==> config.mk <==
export PLATFORM = sky130hd
export DESIGN_NAME = mul_sched
export DESIGN_NICKNAME = d
export VERILOG_FILES = /design/src/rtl/mul_sched_pkg.sv /design/src/rtl/mul_tag_pipe.sv /design/src/rtl/mul_sched.sv
export SDC_FILE = /design/constraint.sdc
export NUM_CORES = 1
export LEC_CHECK = 0
export BUFFER_PORTS_ARGS = -buffer_cell sky130_fd_sc_hd__buf_4
export CORE_UTILIZATION = 42
export CTS_CLUSTER_DIAMETER = 120
export CTS_CLUSTER_SIZE = 28
export DETAILED_ROUTE_END_ITERATION = 16
export PLACE_DENSITY = 0.94
export SKIP_CTS_REPAIR_TIMING = 1
export SYNTH_ARGS = -nofsm -noshare
export SYNTH_HDL_FRONTEND = slang
export SYNTH_SLANG_ARGS = --single-unit
==> constraint.sdc <==
create_clock -name clk -period 3.5 [get_ports clk]
set_input_delay 0.7 -clock clk [delete_from_list [all_inputs] [get_ports clk]]
set_output_delay 0.7 -clock clk [all_outputs]
set_load 0.005 [all_outputs]
==> src/rtl/mul_sched_pkg.sv <==
// Shared decode constants, tag type and mul-op decoder for the multiplier scheduler.
// The MUL* match/mask words are composed from the OP opcode and MULDIV funct7 fields.
package mul_sched_pkg;

    localparam logic [6:0] OPC_OP     = 7'b0110011;
    localparam logic [6:0] F7_MULDIV  = 7'b0000001;

    localparam logic [2:0] F3_MUL     = 3'b000;
    localparam logic [2:0] F3_MULH    = 3'b001;
    localparam logic [2:0] F3_MULHSU  = 3'b010;
    localparam logic [2:0] F3_MULHU   = 3'b011;

    localparam logic [31:0] IM__MUL    = {7'h7f, 10'h000, 3'b111, 5'h00, 7'h7f};
    localparam logic [31:0] IM__MULH   = IM__MUL;
    localparam logic [31:0] IM__MULHSU = IM__MUL;
    localparam logic [31:0] IM__MULHU  = IM__MUL;

    localparam logic [31:0] I__MUL     = {F7_MULDIV, 10'h000, F3_MUL,    5'h00, OPC_OP};
    localparam logic [31:0] I__MULH    = {F7_MULDIV, 10'h000, F3_MULH,   5'h00, OPC_OP};
    localparam logic [31:0] I__MULHSU  = {F7_MULDIV, 10'h000, F3_MULHSU, 5'h00, OPC_OP};
    localparam logic [31:0] I__MULHU   = {F7_MULDIV, 10'h000, F3_MULHU,  5'h00, OPC_OP};

    typedef enum logic [2:0] {
        MOP_NONE,
        MOP_MUL,
        MOP_MULH,
        MOP_MULHSU,
        MOP_MULHU
    } mul_op_e;

    typedef struct packed {
        logic       v;
        logic [4:0] rd;
    } tag_t;

    function automatic mul_op_e decode_mul(input logic [31:0] insn);
        mul_op_e op;
        op = MOP_NONE;
        if ((insn & IM__MUL) == I__MUL)
            op = MOP_MUL;
        else if ((insn & IM__MULH) == I__MULH)
            op = MOP_MULH;
        else if ((insn & IM__MULHSU) == I__MULHSU)
            op = MOP_MULHSU;
        else if ((insn & IM__MULHU) == I__MULHU)
            op = MOP_MULHU;
        return op;
    endfunction

endpackage

==> src/rtl/mul_tag_pipe.sv <==
// Two-entry {v, rd} tag pipe mirroring the multiplier stages, with hold/flush
// and a source-match output used for RAW stall detection.
module mul_tag_pipe
    import mul_sched_pkg::*;
(
    input  logic       clk,
    input  logic       rst,
    input  logic       hold,
    input  logic       flush,
    input  logic       load_v,
    input  logic [4:0] load_rd,
    input  logic [4:0] ra,
    input  logic [4:0] rb,
    output logic       s1_v,
    output logic [4:0] s1_rd,
    output logic       s2_v,
    output logic [4:0] s2_rd,
    output logic       hit
);

    tag_t s1;
    tag_t s2;

    // Flush clears only the valid bits, and wins over hold.
    always_ff @(posedge clk or posedge rst) begin
        if (rst) begin
            s1 <= '0;
            s2 <= '0;
        end else begin
            if (!hold) begin
                s2 <= s1;
                s1 <= '{v: load_v, rd: load_rd};
            end
            if (flush) begin
                s1.v <= 1'b0;
                s2.v <= 1'b0;
            end
        end
    end

    function automatic logic tag_match(input tag_t t, input logic [4:0] a, input logic [4:0] b);
        return t.v && (t.rd != 5'd0) && ((t.rd == a) || (t.rd == b));
    endfunction

    always_comb begin
        hit = tag_match(s1, ra, rb) || tag_match(s2, ra, rb);
    end

    assign s1_v  = s1.v;
    assign s1_rd = s1.rd;
    assign s2_v  = s2.v;
    assign s2_rd = s2.rd;

endmodule

==> src/rtl/mul_sched.sv <==
// Issue/writeback scheduler for the 2-stage multiplier: decodes MUL ops, stalls
// RAW-dependent issues and emits writeback strobes aligned with wb_value.
module mul_sched
    import mul_sched_pkg::*;
#(
    parameter int MULT_STAGES = 2
) (
    input  logic        clk,
    input  logic        rst,
    input  logic        issue_valid,
    input  logic [31:0] issue_opcode,
    input  logic [4:0]  issue_rd,
    input  logic [4:0]  issue_ra,
    input  logic [4:0]  issue_rb,
    input  logic        hold,
    input  logic        flush,
    output logic        issue_ready,
    output logic        mul_valid,
    output logic        wb_valid,
    output logic [4:0]  wb_rd,
    output logic        wb_next,
    output logic [1:0]  inflight
);

    if (MULT_STAGES != 2) begin : g_bad_stages
        $error("mul_sched supports only MULT_STAGES == 2");
    end

    mul_op_e    op;
    logic       is_mul;
    logic       hit;
    logic       haz;
    logic       s1_v;
    logic       s2_v;
    logic [4:0] s1_rd;
    logic [4:0] s2_rd;

    always_comb begin
        op     = decode_mul(issue_opcode);
        is_mul = (op != MOP_NONE);
    end

    // Only mul ops stall here; the main pipe resolves hazards for everything else.
    always_comb begin
        haz         = is_mul && hit;
        issue_ready = !hold && !flush && !haz;
        mul_valid   = issue_valid && is_mul && issue_ready;
    end

    mul_tag_pipe u_tags (
        .clk     (clk),
        .rst     (rst),
        .hold    (hold),
        .flush   (flush),
        .load_v  (mul_valid),
        .load_rd (issue_rd),
        .ra      (issue_ra),
        .rb      (issue_rb),
        .s1_v    (s1_v),
        .s1_rd   (s1_rd),
        .s2_v    (s2_v),
        .s2_rd   (s2_rd),
        .hit     (hit)
    );

    always_comb begin
        wb_valid = s2_v && !hold && !flush;
        wb_rd    = s2_rd;
        wb_next  = s1_v;
        inflight = {1'b0, s1_v} + {1'b0, s2_v};
    end

endmodule

==> impl_metrics.yaml, run 1 <==
yosys:
  synth_cell_types: 24
  synth_edf_count: 0
  yosys-top-cells-area: "dfrtp_1 37%, xor2_1 22%, mux2_2 14%"
  syn_area_sq_um: 813
  avgSynthCellArea_sq_um: 10.8
  ys_seq_area_frac: 0.369
  yosysWarningCount: 0
  yosysTopAreaCellShare: 0.369
  yosysMostFrequentCell: "xor2_1"
  ys_ff_latch: 12
  synth_top_area_cell: "dfrtp_1"
  synthFlopType: "dfrtp_1"
  async_flop_share: 1.00
  syn_inst: 75
  synthTopCellsByCount: "20 x xor2_1, 12 x dfrtp_1, 10 x mux2_2"
  syn_nets: 128
clock_network:
  path_clk_slew_ns: 0.07
  cts_max_level: 1
  cts_tree: "built"
  cts_made_buffers: 3
  clk_latency_ns: 0.26
  cts.sinks: 12
  root_buffer: "clkbuf_4"
  clockBufferDepth: 2
global_route:
  grt_pass1_wl_um: 3110
  grt_pass1_vias: 743
  gr-total-overflow: 0
  grt_usage: 0.207
  grt_max_degree: 14
  antenna_found_initial: 0
setup_path:
  path_buf_inv: 1
  crit_fanout: 5
  required_ns: 2.80
  slowest_stage: "or4_1"
  crit_type: "flop to output port"
  cp-start-kind: "flop"
  cp_top_family: "simple AND/OR/NAND/NOR gates"
  cp_cell_sequence: "or4_1 -> o21ai_1 -> o22ai_2 -> nor3_1 -> buf_4"
  cpPeakStageDelay_ns: 0.55
  end_kind: "output port"
  critPathArrivalTime_ns: 1.88
cells_and_area:
  fillers: 145
  n_antenna_cell: 0
  drive_gt1_frac: 0.516
  syn2layout_area_growth_pct: 47.7
  fin_nets: 177
floorplanning:
  die_w_um: 46.0
  core_sq_um: 1760
  start_util: 0.461
  row_count: 15
  die-area_sq_um: 2120
  io_pins: 63
  die_h_um: 46.0
power:
  peakVddDrop_uv: 293
  leakagePower_nw: 0.575
  powerDensity_nw_per_um2: 308
route:
  drc: 0
  drtIter0Drc: 8
  viasPerCell: 5.18
  drtPass1Iterations: 4
  wire_per_inst_um: 13.4
  wl_um: 1970
  ant_nets: 0
  vias: 762
timing:
  tightest_slew_ns: 0.436
  max_freq_ghz: 0.387
  finalSetupViolCount: 0
  drv_slew: 0
  fin_setup_tns_ns: 0
  relSlewSlack: 0.709
  fin_skew_ns: 0.00204
  fin_crit_ns: 2.58
  rsz0062_at_grt: "no"
  post-route-period-util: 0.738
  finalHoldViolCount: 0
  final.setup.worst_slack_ns: 0.916
status:
  status: "finished, final reports clean"
flow_run:
  cap_violations: 0
placement:
  place_ws_ns: 1.02
  place.gp.congestion: 0.760
  io_buffers: 45
  hpwl_um: 1660
hold_path:
  worstHoldPathType: "primary input to async pin"
[worst paths after layout]
kind                                 start         endpoint  slack [ns]  cells past startpoint
setup / recovery           u_tags.s2_rd[1]        mul_valid        0.92                      5
hold / removal                         rst  u_tags.s1_rd[0]        0.44                      2
setup reg to reg           u_tags.s2_rd[1]      u_tags.s1_v        1.87                      4
hold reg to reg                u_tags.s2_v      u_tags.s2_v        0.60                      2
max in group asynchronous              rst  u_tags.s2_rd[4]        2.76                      2
min in group clk               u_tags.s2_v      u_tags.s2_v        0.60                      2
[power by group]
group	leakage [nW]	switching [mW]	internal, mW	total, mW
registers	0.145	0.0255	0.153	0.179
logic	0.416	0.0414	0.0716	0.113
clock network	0.0138	0.0382	0.0396	0.0778
total	0.575	0.105	0.264	0.369
[metrics by stage]
step	instances	power, mW	cell area (sq um)	utilization	hold slack (ns)
global placement	144	0.290	1180	0.668	0.569
detailed placement	144	0.295	1180	0.668	0.575
finish	147	0.369	1200	0.681	0.438
floorplan	75	0.233	813	-	0.527
CTS	147	0.372	1200	0.681	0.446
global route	147	0.389	1200	0.681	0.490
[flip-flops by register name (all words and copies together), names as in the netlist]
register,cells
u_tags.s2_v,1
u_tags.s2_rd,5
u_tags.s1_rd,5
u_tags.s1_v,1
[cells in the final DEF, fill, tap and decap left out, drive strengths merged]
cell    netlist  routed
buf           1      45
xor2         20      20
dfrtp        12      12
mux2         10      10
nor2          6       6
nor3          5       5
clkbuf        0       3
nor4b         2       2
nand2         2       2
inv           2       2
a22oi         2       2
or4           2       2
o21ai         2       2
o22ai         1       1
nor4bb        1       1
nor3b         1       1
nand4         1       1
o32ai         1       1
a21boi        1       1
and2          1       1
mux2i         1       1
ha            1       1
[routing by layer]
layer | vias up | wire length [um] | global-route usage
li1 | 366 | - | -
met3 | 2 | 48 | 0.0159
met2 | 17 | 1090 | 0.355
met1 | 377 | 824 | 0.267
met4 | 0 | 10 | 0.0824
met5 | - | 0 | 0
[cell families after synthesis]
logic type	share of synthesized area
compound gates	0.0862
xor+xnor	0.215
fa+ha+maj	0.0154
buf+inv	0.0138
flops	0.369
mux	0.151
simple gates	0.149
[final cells by class]
cell class	instances	area, sq um	area share
multi-input cells	60	502	0.418
clock buffers	3	22.5	0.0188
well taps	25	31.3	0.0260
repair buffers	45	338	0.281
inverters	2	7.51	0.00625
flip-flops and latches	12	300	0.250
Note: power is estimated with default switching activity, not from simulation.
==> inputs of run 2 (changes only) <==
--- a/config.mk
+++ b/config.mk
@@ -6,11 +6,11 @@
 export NUM_CORES = 1
 export LEC_CHECK = 0
 export BUFFER_PORTS_ARGS = -buffer_cell sky130_fd_sc_hd__buf_4
-export CORE_UTILIZATION = 42
+export CORE_UTILIZATION = 39
 export CTS_CLUSTER_DIAMETER = 120
 export CTS_CLUSTER_SIZE = 28
 export DETAILED_ROUTE_END_ITERATION = 16
-export PLACE_DENSITY = 0.94
+export PLACE_DENSITY = 0.89
 export SKIP_CTS_REPAIR_TIMING = 1
 export SYNTH_ARGS = -nofsm -noshare
 export SYNTH_HDL_FRONTEND = slang
==> constraint.sdc (replaced) <==
create_clock -name clk -period 2.71 [get_ports clk]
set_input_delay 0.542 -clock clk [delete_from_list [all_inputs] [get_ports clk]]
set_output_delay 0.542 -clock clk [all_outputs]
set_load 0.005 [all_outputs]
==> impl_metrics.yaml, run 2 (synthesis results as in run 1) <==
cells_and_area:
  fin_cells: 150
  final_util: 0.621
  fin_nets: 177
  n_antenna_cell: 0
  fin_area_sq_um: 1220
  final_cell_mix: "45 x buf_4, 20 x xor2_1, 12 x dfrtp_1"
  syn2layout_area_growth_pct: 49.7
  layout_commonest_cell: "buf_4"
  drive_gt1_frac: 0.520
power:
  leakagePower_nw: 0.582
  peakVddDrop_uv: 403
  powerDensity_nw_per_um2: 419
  fin_total_pwr_mw: 0.510
clock_network:
  path_clk_slew_ns: 0.07
  cts_max_level: 1
  clk_latency_ns: 0.26
  cts_made_buffers: 3
  cts_tree: "built"
  root_buffer: "clkbuf_4"
  clockBufferDepth: 2
  cts.sinks: 12
route:
  viasPerCell: 4.80
  drc: 0
  vias: 720
  wl_um: 1860
  wire_per_inst_um: 12.4
  drtIter0Drc: 1
  drtPass1Iterations: 4
  ant_nets: 0
flow_run:
  cap_violations: 0
floorplanning:
  core_sq_um: 1960
  io_pins: 63
  die_h_um: 47.7
  start_util: 0.415
  die_w_um: 47.7
  die-area_sq_um: 2270
  row_count: 16
placement:
  place_ws_ns: 0.578
  placed_area_sq_um: 1180
  placed_cells_incl_taps: 146
  hpwl_um: 1600
  place.gp.congestion: 0.770
  io_buffers: 45
timing:
  drv_slew: 0
  relSlewSlack: 0.699
  finalSetupViolCount: 0
  tightest_slew_ns: 0.451
  post-route-period-util: 0.883
  rsz0062_at_grt: "no"
  final.setup.worst_slack_ns: 0.317
  max_freq_ghz: 0.418
  fin_crit_ns: 2.39
  fin_hold_ws_ns: 0.282
  fin_skew_ns: 0.00178
  fin_setup_tns_ns: 0
  finalHoldViolCount: 0
status:
  status: "finished, final reports clean"
hold_path:
  worstHoldPathType: "primary input to async pin"
setup_path:
  crit_fanout: 5
  crit_type: "flop to output port"
  cp-start-kind: "flop"
  critPathArrivalTime_ns: 1.85
  required_ns: 2.17
  end_kind: "output port"
global_route:
  grt_pass1_vias: 658
  gr-total-overflow: 0
  antenna_found_initial: 0
  grt_usage: 0.166
  grt_pass1_wl_um: 2620
  grt_max_degree: 14
run 2: cell types whose count changed in the layout (fill, tap and decap cells not counted), sizes merged:
cell / previous run / this run
clkbuf: 3 / 4
run 2: path summary, 6_finish.rpt:
check,from,to,slack (ns),depth (start not counted)
worst min register to register,u_tags.s2_v,u_tags.s2_v,0.61,2
worst min-delay path,rst,u_tags.s2_rd[2],0.28,2
min in group clk,flush,u_tags.s2_v,0.45,2
worst max register to register,u_tags.s2_rd[1],u_tags.s1_v,1.09,4
max in group asynchronous,rst,u_tags.s1_rd[2],2.12,2
worst max-delay path,u_tags.s2_rd[1],mul_valid,0.32,5
run 2: cell type report:
type | instances | area (sq um)
Inverter | 2 | 7.51
Timing Repair Buffer | 45 | 338
Multi-Input combinational cell | 60 | 502
Sequential cell | 12 | 300
Clock buffer | 4 | 36.3
Fill cell | 172 | 744
Tap cell | 27 | 33.8
run 2: per-layer routing:
| metal | GRT usage | part of all wire | vias up |
|---|---|---|---|
| met5 | 0 | 0 | - |
| met4 | 0.0833 | 0.018 | 0 |
| met3 | 0.0226 | 0.039 | 4 |
| met2 | 0.285 | 0.50 | 20 |
| met1 | 0.203 | 0.44 | 330 |
| li1 | - | - | 366 |
run 2: where the power goes:
part,leakage (nW),switching [mW],internal [mW]
Clock,0.0210,0.0531,0.0815
Sequential,0.145,0.0328,0.198
Combinational,0.416,0.0523,0.0925
Total,0.582,0.138,0.372
run 2: critical path, cell delays in order, from the launching register on:
cell and delay (ns):
dfrtp_1 0.45, or4_1 0.54, o21ai_1 0.15, o22ai_2 0.10, nor3_1 0.20, buf_4 0.14
